**config.mk**
```make
export PLATFORM = sky130hd
export DESIGN_NAME = eda_scan_ctrl
export DESIGN_NICKNAME = d
export VERILOG_FILES = /design/src/rtl/eda_pkg.sv /design/src/rtl/eda_nbr_addr_gen.sv /design/src/rtl/eda_scan_ctrl.sv
export SDC_FILE = /design/constraint.sdc
export NUM_CORES = 1
export LEC_CHECK = 0
export CAP_MARGIN = 20
export CELL_PAD_IN_SITES_DETAIL_PLACEMENT = 2
export CELL_PAD_IN_SITES_GLOBAL_PLACEMENT = 2
export CORE_UTILIZATION = 17
export CTS_CLUSTER_SIZE = 16
export DETAILED_ROUTE_END_ITERATION = 8
export PLACE_DENSITY = 0.85
export REMOVE_ABC_BUFFERS = 1
export SYNTH_ARGS = -nofsm -noshare
export SYNTH_HDL_FRONTEND = slang
export SYNTH_SLANG_ARGS = --single-unit
```
**constraint.sdc**
```tcl
create_clock -name clk -period 2.26 [get_ports clk]
set_clock_uncertainty 0.1 [all_clocks]
set_input_delay 0.339 -clock clk [delete_from_list [all_inputs] [get_ports clk]]
set_output_delay 0.339 -clock clk [all_outputs]
set_load 0.02 [all_outputs]
```
**src/rtl/eda_pkg.sv**
```systemverilog
// Shared types and constants for the regional-maximum engine: scan FSM states,
// neighbour indices and the window offset tables.
`ifndef CFG_M
`define CFG_M 4
`endif
`ifndef CFG_N
`define CFG_N 4
`endif
`ifndef CFG_WINDOW_WIDTH
`define CFG_WINDOW_WIDTH 9
`endif
`ifndef CFG_I_WIDTH
`define CFG_I_WIDTH 2
`endif
`ifndef CFG_J_WIDTH
`define CFG_J_WIDTH 2
`endif
`ifndef CFG_ADDR_WIDTH
`define CFG_ADDR_WIDTH (`CFG_I_WIDTH + `CFG_J_WIDTH)
`endif

package eda_pkg;

  typedef enum logic [2:0] {
    ST_IDLE,
    ST_CLEAR,
    ST_COMPARE,
    ST_MARK,
    ST_ADVANCE,
    ST_DONE
  } scan_state_e;

  localparam int NB_UL = 7;
  localparam int NB_U  = 6;
  localparam int NB_UR = 5;
  localparam int NB_L  = 4;
  localparam int NB_R  = 3;
  localparam int NB_DL = 2;
  localparam int NB_D  = 1;
  localparam int NB_DR = 0;

  // Row/column offsets indexed by NB_* (element 7 is upleft).
  localparam int NB_DI [7:0] = '{-1, -1, -1,  0, 0,  1, 1, 1};
  localparam int NB_DJ [7:0] = '{-1,  0,  1, -1, 1, -1, 0, 1};

endpackage

```
**src/rtl/eda_nbr_addr_gen.sv**
```systemverilog
// Combinational 3x3 window address generator: center (i,j) to eight neighbour
// addresses with in-image flags; out-of-image neighbours alias the center.
module eda_nbr_addr_gen
  import eda_pkg::*;
#(
  parameter int M            = `CFG_M,
  parameter int N            = `CFG_N,
  parameter int WINDOW_WIDTH = `CFG_WINDOW_WIDTH,
  parameter int I_WIDTH      = `CFG_I_WIDTH,
  parameter int J_WIDTH      = `CFG_J_WIDTH,
  parameter int ADDR_WIDTH   = `CFG_ADDR_WIDTH
) (
  input  logic [I_WIDTH-1:0]                     i,
  input  logic [J_WIDTH-1:0]                     j,
  output logic [(WINDOW_WIDTH-1)*ADDR_WIDTH-1:0] nbr_addr,
  output logic [WINDOW_WIDTH-2:0]                nbr_valid
);

  localparam logic [I_WIDTH:0] M_EXT = (I_WIDTH+1)'(M);
  localparam logic [J_WIDTH:0] N_EXT = (J_WIDTH+1)'(N);

  genvar gi;
  generate
    for (gi = 0; gi < WINDOW_WIDTH-1; gi++) begin : g_nbr
      logic [I_WIDTH:0] ii;
      logic [J_WIDTH:0] jj;

      // One extra bit: -1 wraps to all-ones, so a single unsigned compare
      // catches both the lower and the upper image edge.
      assign ii = {1'b0, i} + (I_WIDTH+1)'(NB_DI[gi]);
      assign jj = {1'b0, j} + (J_WIDTH+1)'(NB_DJ[gi]);

      assign nbr_valid[gi] = (ii < M_EXT) && (jj < N_EXT);
      assign nbr_addr[gi*ADDR_WIDTH +: ADDR_WIDTH] =
        nbr_valid[gi] ? {ii[I_WIDTH-1:0], jj[J_WIDTH-1:0]} : {i, j};
    end
  endgenerate

endmodule

```
**src/rtl/eda_scan_ctrl.sv**
```systemverilog
// Raster-scan sequencer: walks the MxN image, handshakes each center with the
// comparator and drives the strobe RAM control inputs.
module eda_scan_ctrl
  import eda_pkg::*;
#(
  parameter int M            = `CFG_M,
  parameter int N            = `CFG_N,
  parameter int WINDOW_WIDTH = `CFG_WINDOW_WIDTH,
  parameter int I_WIDTH      = `CFG_I_WIDTH,
  parameter int J_WIDTH      = `CFG_J_WIDTH,
  parameter int ADDR_WIDTH   = `CFG_ADDR_WIDTH
) (
  input  logic                                   clk,
  input  logic                                   reset_n,
  input  logic                                   start,
  input  logic                                   abort,
  output logic                                   busy,
  output logic                                   done,
  output logic                                   cmp_req,
  input  logic                                   cmp_ack,
  output logic [ADDR_WIDTH-1:0]                  center_addr,
  output logic [(WINDOW_WIDTH-1)*ADDR_WIDTH-1:0] nbr_addr,
  output logic [WINDOW_WIDTH-2:0]                nbr_valid,
  output logic                                   clear,
  output logic                                   new_pixel,
  output logic                                   update_strb,
  output logic                                   iterated_all,
  output logic [ADDR_WIDTH-1:0]                  pre_center_addr,
  output logic [M-1:0]                           sel_row,
  output logic [M*N-1:0]                         sel_col
);

  localparam logic [I_WIDTH-1:0] I_LAST = I_WIDTH'(M-1);
  localparam logic [J_WIDTH-1:0] J_LAST = J_WIDTH'(N-1);

  scan_state_e        state_reg, state_next;
  logic [I_WIDTH-1:0] i_reg, i_next;
  logic [J_WIDTH-1:0] j_reg, j_next;
  logic               abort_flag_reg, abort_flag_next;
  logic               iterated_all_reg, iterated_all_next;
  logic [I_WIDTH-1:0] i_adv;
  logic [J_WIDTH-1:0] j_adv;
  logic               is_last;
  logic               in_scan;

  // Raster successor of the current position.
  always_comb begin
    if (j_reg == J_LAST) begin
      j_adv = '0;
      i_adv = i_reg + I_WIDTH'(1);
    end else begin
      j_adv = j_reg + J_WIDTH'(1);
      i_adv = i_reg;
    end
  end

  assign is_last = (i_reg == I_LAST) && (j_reg == J_LAST);
  assign in_scan = (state_reg == ST_COMPARE) || (state_reg == ST_MARK) ||
                   (state_reg == ST_ADVANCE);

  always_comb begin
    state_next        = state_reg;
    i_next            = i_reg;
    j_next            = j_reg;
    abort_flag_next   = abort_flag_reg;
    iterated_all_next = iterated_all_reg;

    // abort is checked first so it beats a simultaneous cmp_ack.
    if (in_scan && abort) begin
      state_next      = ST_CLEAR;
      abort_flag_next = 1'b1;
    end else begin
      unique case (state_reg)
        ST_IDLE: begin
          if (start) state_next = ST_CLEAR;
        end
        ST_CLEAR: begin
          i_next            = '0;
          j_next            = '0;
          iterated_all_next = 1'b0;
          abort_flag_next   = 1'b0;
          state_next        = (abort_flag_reg || abort) ? ST_IDLE : ST_COMPARE;
        end
        ST_COMPARE: begin
          if (cmp_ack) state_next = ST_MARK;
        end
        ST_MARK: begin
          state_next = is_last ? ST_DONE : ST_ADVANCE;
        end
        ST_ADVANCE: begin
          i_next     = i_adv;
          j_next     = j_adv;
          state_next = ST_COMPARE;
        end
        ST_DONE: begin
          iterated_all_next = 1'b1;
          state_next        = ST_IDLE;
        end
        default: state_next = ST_IDLE;
      endcase
    end
  end

  always_ff @(posedge clk or negedge reset_n) begin
    if (!reset_n) begin
      state_reg        <= ST_IDLE;
      i_reg            <= '0;
      j_reg            <= '0;
      abort_flag_reg   <= 1'b0;
      iterated_all_reg <= 1'b0;
    end else begin
      state_reg        <= state_next;
      i_reg            <= i_next;
      j_reg            <= j_next;
      abort_flag_reg   <= abort_flag_next;
      iterated_all_reg <= iterated_all_next;
    end
  end

  assign busy            = (state_reg != ST_IDLE);
  assign done            = (state_reg == ST_DONE);
  assign cmp_req         = (state_reg == ST_COMPARE);
  assign clear           = (state_reg == ST_CLEAR);
  assign new_pixel       = (state_reg == ST_MARK) || (state_reg == ST_ADVANCE);
  assign update_strb     = (state_reg == ST_ADVANCE);
  assign iterated_all    = iterated_all_reg;
  assign center_addr     = {i_reg, j_reg};
  assign pre_center_addr = {i_reg, j_reg};

  // Strobe RAM selects point at the position being advanced to.
  genvar gi, gj;
  generate
    for (gi = 0; gi < M; gi++) begin : g_row
      assign sel_row[gi] = update_strb && (i_adv == I_WIDTH'(gi));
      for (gj = 0; gj < N; gj++) begin : g_col
        assign sel_col[gi*N + gj] = update_strb && (j_adv == J_WIDTH'(gj));
      end
    end
  endgenerate

  eda_nbr_addr_gen #(
    .M            (M),
    .N            (N),
    .WINDOW_WIDTH (WINDOW_WIDTH),
    .I_WIDTH      (I_WIDTH),
    .J_WIDTH      (J_WIDTH),
    .ADDR_WIDTH   (ADDR_WIDTH)
  ) u_nbr (
    .i         (i_reg),
    .j         (j_reg),
    .nbr_addr  (nbr_addr),
    .nbr_valid (nbr_valid)
  );

endmodule

```
After elaboration in Yosys (flattened, before gate mapping)
Index checks and enable logic that the tools add are counted.
Storage, ports and cells
  bits in registers: 9
  bits of input ports: 5
  output and inout bits: 75
  word-level logic and storage cells: 86
Operators by class
  add/sub/neg operators: 6
  order comparisons: 6
  equality and inequality tests: 15
  multiplexer cells: 21
  bitwise gates (word level): 1
  reduce and logical (&&, ||, !) cells: 32
Operators with widths (count)
  $mux W4: 6
  $logic_and A1 B1 Y1: 18
  $pmux W3 S5: 1
  $eq A2 B2 Y1 const B: 6
  $lt A3 B3 Y1 const B: 4
  $mux W2: 5
  $mux W3: 3
  $pmux W2 S2: 2
  $add A2 B1 Y3 const B: 2
  $add A2 B3 Y3 const B: 2
  $eq A3 B2 Y1 const B: 2
  $eq A3 B3 Y1 const B: 2
  $lt A2 B3 Y1 const B: 2
  $reduce_and A2 Y1: 3
  $reduce_bool A2 Y1: 3
  $add A2 B1 Y2 const B: 2
  $eq A2 B1 Y1 const B: 2
  $logic_not A2 Y1: 2
  $logic_or A1 B1 Y1: 4
  $eq A3 B1 Y1 const B: 1
  $logic_not A3 Y1: 1
  $mux W1: 3
  $ne A3 B1 Y1 const B: 1
  $ne A3 B3 Y1 const B: 1
  3 further kinds: 3

Logic depth before layout (Yosys ltp)
  depth after elaboration: 6
  depth in mapped cells: 5
  mapped depth without buffers: 5

Cells and area by module
From an unflattened synthesis, not the netlist that was laid out.
Unflattened totals
  cell total of the unflattened synthesis: 159
  area total of the unflattened synthesis: 1290.0 um2
By module, submodules not included
  eda_scan_ctrl: times used 1, cells an instance 102, area an instance 838.3 um2, seq. area each 225.2 um2
  eda_nbr_addr_gen: times used 1, cells an instance 57, area an instance 451.7 um2, seq. area each 0.0 um2

Least setup slack after synthesis
Ideal clock, no wire load.
  path kind: register to output
  start point: register j_reg[0]
  end point: output nbr_addr[31]
  arrival: 2.300 ns
  required time: 1.821 ns
  setup slack: -0.479 ns
  cell stages (with the launch flop): 5
  path buffers: 0
  path through: dfrtp_1 clkinv_1 ha_1 nor2_1 mux2i_1
On the way
  cells in the longest elaborated chain, start to end: 4
RTL lines
  from (decl): RTL line eda_scan_ctrl.sv:38  | logic [J_WIDTH-1:0] j_reg, j_next;
  from (signal assigned): RTL line eda_scan_ctrl.sv:114  | j_reg <= j_next;
  $add A2 B3 Y3: RTL line eda_nbr_addr_gen.sv:31  | assign jj = {1'b0, j} + (J_WIDTH+1)'(NB_DJ[gi]);
  $lt A3 B3 Y1: RTL line eda_nbr_addr_gen.sv:33  | assign nbr_valid[gi] = (ii < M_EXT) && (jj < N_EXT);
  $logic_and A1 B1 Y1: RTL line eda_nbr_addr_gen.sv:33
  via nbr_valid[7]: RTL line eda_scan_ctrl.sv:23  | output logic [WINDOW_WIDTH-2:0] nbr_valid,
  $mux W4: RTL line eda_nbr_addr_gen.sv:35  | nbr_valid[gi] ? {ii[I_WIDTH-1:0], jj[J_WIDTH-1:0]} : {i, j};
  to (decl): RTL line eda_scan_ctrl.sv:22  | output logic [(WINDOW_WIDTH-1)*ADDR_WIDTH-1:0] nbr_addr,
The timed path passes the listed nets, and every way through them passes these cells.

Worst setup path in the final report
  start point: register j_reg[0]
  end point: output nbr_valid[3]
On the way
  cells in the longest elaborated chain, start to end: 3
RTL lines (RTL line)
  $add A2 B1 Y3: eda_nbr_addr_gen.sv:31
  $lt A3 B3 Y1: eda_nbr_addr_gen.sv:33
  $logic_and A1 B1 Y1: eda_nbr_addr_gen.sv:33
  to (decl): eda_scan_ctrl.sv:23
Every way passes these cells.

==> results.json <==
{
  "place.detailed.hpwl_um": 3550,
  "syn_inst": 148,
  "cts_num_sinks": 9,
  "worstPathMaxFanout": 5,
  "cp.required_ns": 1.82,
  "p_per_area_mw_per_mm2": 561,
  "leakagePower_nw": 1.06,
  "timing.fmax_mhz": 460,
  "grt_overflow_total": 0,
  "yosysSeqAreaShare": 0.199,
  "ioPinCount": 80,
  "grt_start_max_net_pins": 14,
  "track_usage": 0.127,
  "multiInputGateArea_um2": 648,
  "synth-xor-area-share": 0.0773,
  "synthFlopType": "dfrtp_1",
  "yosys.area.top_type_share": 0.199,
  "drcViolationCount": 0,
  "slew_headroom": 0.710,
  "rrSetupSlack_ns": 0.60,
  "synth-async-reset-ratio": 1.00,
  "most-common-layout-cells": "37 x clkdlybuf4s50_1, 36 x buf_4, 21 x dlygate4sd2_1",
  "clkLatencyLatePin_ns": 0.23,
  "fin_crit_sh": 0.962,
  "tns_ns": 0,
  "syn2layout_area_growth_pct": 77.6,
  "syn_area_per_cell_um2": 7.66,
  "netlist_area_mm2": 0.00113,
  "tritoncts.num_buffers": 3,
  "status": "finished, final reports clean",
  "synth-simple-area-share": 0.179,
  "dieArea_mm2": 0.00700,
  "setup_violations": 0,
  "largest_reg_flops": 3,
  "final_common_cell": "clkdlybuf4s50_1",
  "crit_arrival_ns": 1.74,
  "n_fill_cell": 750,
  "ff_latch_area_um2": 225,
  "cts_tree": "done",
  "peakVddDrop_v": 0.000305,
  "clkTransAtPathRegs_ns": 0.05,
  "synth_edf_count": 0,
  "synth-adder-area-share": 0.143,
  "slew_viol_final": 0,
  "drt_iter0_drc": 33,
  "antenna_left": 0,
  "vias_per_cell": 4.13,
  "std_cell_rows": 29,
  "crit_type": "reg -> out",
  "fin_nets": 256,
  "setup_ws_ns": 0.0852,
  "grt_pass1_wl_um": 7290,
  "clock_path_buffers": 2,
  "min_path_type": "in -> async",
  "wl_um": 4230,
  "htreeDepth": 1,
  "dr.pass1.iters": 3,
  "r2r_end": "i_reg[1]$_DFFE_PN0P_",
  "core-area_mm2": 0.00639,
  "synth.yosys.warnings": 0,
  "num_antenna_cells": 0,
  "die_y_um": 83.7,
  "tightest_slew_ns": 0.431,
  "max-cap-violations": 0,
  "dp_slack_ns": -0.0989,
  "layout-drive-gt1-share": 0.278,
  "ctsHoldBuffers": 0,
  "synth_compound_area_frac": 0.136,
  "synth_cell_type_count": 32,
  "hold_violations": 0,
  "start_util": 0.178,
  "rsz0062_at_grt": "false",
  "synth_mux_area_frac": 0.0265,
  "start_kind": "flip-flop",
  "grt_pass1_vias": 1446,
  "root_buffer": "clkbuf_8",
  "min_period_ns": 2.17,
  "via_count": 1298,
  "ys_seq_elements": 9,
  "place.gp.congestion": 0.719,
  "r2r_start": "i_reg[1]$_DFFE_PN0P_",
  "antenna_found_initial": 0,
  "synth_top_cell_by_area": "dfrtp_1",
  "synth_top_family_by_area": "buffers and inverters",
  "cp-end-kind": "output port",
  "io_buffer_count": 79,
  "wl_per_cell_um": 13.5,
  "ff2ff_path_depth": 6,
  "die_w_um": 83.7,
  "yosys-top-cells-area": "dfrtp_1 20%, buf_4 16%, ha_1 14%"
}
logic make-up (layout without fill, tap and decap cells):
family	Yosys count	after routing
AOI/OAI and AO/OA	23	23
xor gates and xnor gates	10	10
adders and majority gates	13	13
buffers and inverters	45	134
DFF	9	9
muxes	3	3
and+or+nand+nor	45	45
power by group:
| group | total (mW) | switching, mW | leakage [nW] | internal [mW] |
|---|---|---|---|---|
| registers | 0.219 | 0.0241 | 0.122 | 0.195 |
| clock network | 0.190 | 0.0670 | 0.0228 | 0.123 |
| logic | 0.720 | 0.410 | 0.915 | 0.309 |
| total | 1.13 | 0.501 | 1.06 | 0.627 |
synthesized netlist by cell type, types with 2 or more instances:
cell type and instances:
o2bb2ai_1 2, nor2_1 18, ha_1 13, a22o_1 2, buf_4 24, nand2b_1 2
nand3_1 4, nand2_1 10, clkinv_1 2, nor2_2 2, buf_2 4, inv_1 13
nor3_1 4, a21oi_1 4, o21ai_0 8, xnor2_1 10, dfrtp_1 9, mux2i_1 3
what timing repair did:
action | 4_1_cts | 5_1_grt
setup endpoints to repair | 41 | 22
resized for setup | 53 | 46
buffers inserted | 0 | 2
routing by layer:
| metal | track usage | wire length [um] | vias to the layer above |
|---|---|---|---|
| met2 | 0.239 | 2250 | 41 |
| met3 | 0.0198 | 182 | 4 |
| met4 | 0.0185 | 25 | 0 |
| li1 | - | - | 632 |
| met1 | 0.154 | 1770 | 621 |
| met5 | 0 | 0 | - |
worst max-delay path, cell delays in order (launching register included):
cell	delay (ns)
dfrtp_1	0.41
ha_1	0.23
buf_4	0.16
inv_1	0.10
clkdlybuf4s50_1	0.61
through the flow:
step	hold WS (ns)	util	cells	total power, mW	cell area [um^2]
after floorplan	-0.0566	-	118	0.594	918
after global placement	0.368	0.323	308	0.958	2060
after detailed placement	0.370	0.323	308	0.981	2060
after CTS	0.344	0.324	312	1.15	2070
after global routing	0.355	0.315	314	1.21	2010
final	0.317	0.315	314	1.13	2010
worst max path at each step:
stage                     cells past startpoint  slack [ns]                 start           end
after CTS                                     7       0.001  j_reg[0]$_DFFE_PN0P_  nbr_addr[29]
after floorplan                               4       -0.96  j_reg[0]$_DFFE_PN0P_  nbr_addr[31]
after detailed placement                      6        -0.1  i_reg[0]$_DFFE_PN0P_  nbr_addr[10]
after global placement                        7       -0.03  i_reg[0]$_DFFE_PN0P_  nbr_addr[11]
after global routing                          4       0.005  j_reg[0]$_DFFE_PN0P_  nbr_valid[3]
final                                         4        0.09  j_reg[0]$_DFFE_PN0P_  nbr_valid[3]
final cells by class:
| class | count | share of cell area |
|---|---|---|
| clock buffers | 4 | 0.0224 |
| multi-input cells | 94 | 0.322 |
| repair buffers | 115 | 0.468 |
| well taps | 77 | 0.0479 |
| inverters | 15 | 0.0280 |
| flip-flops and latches | 9 | 0.112 |
(Power assumes the default switching activity.)
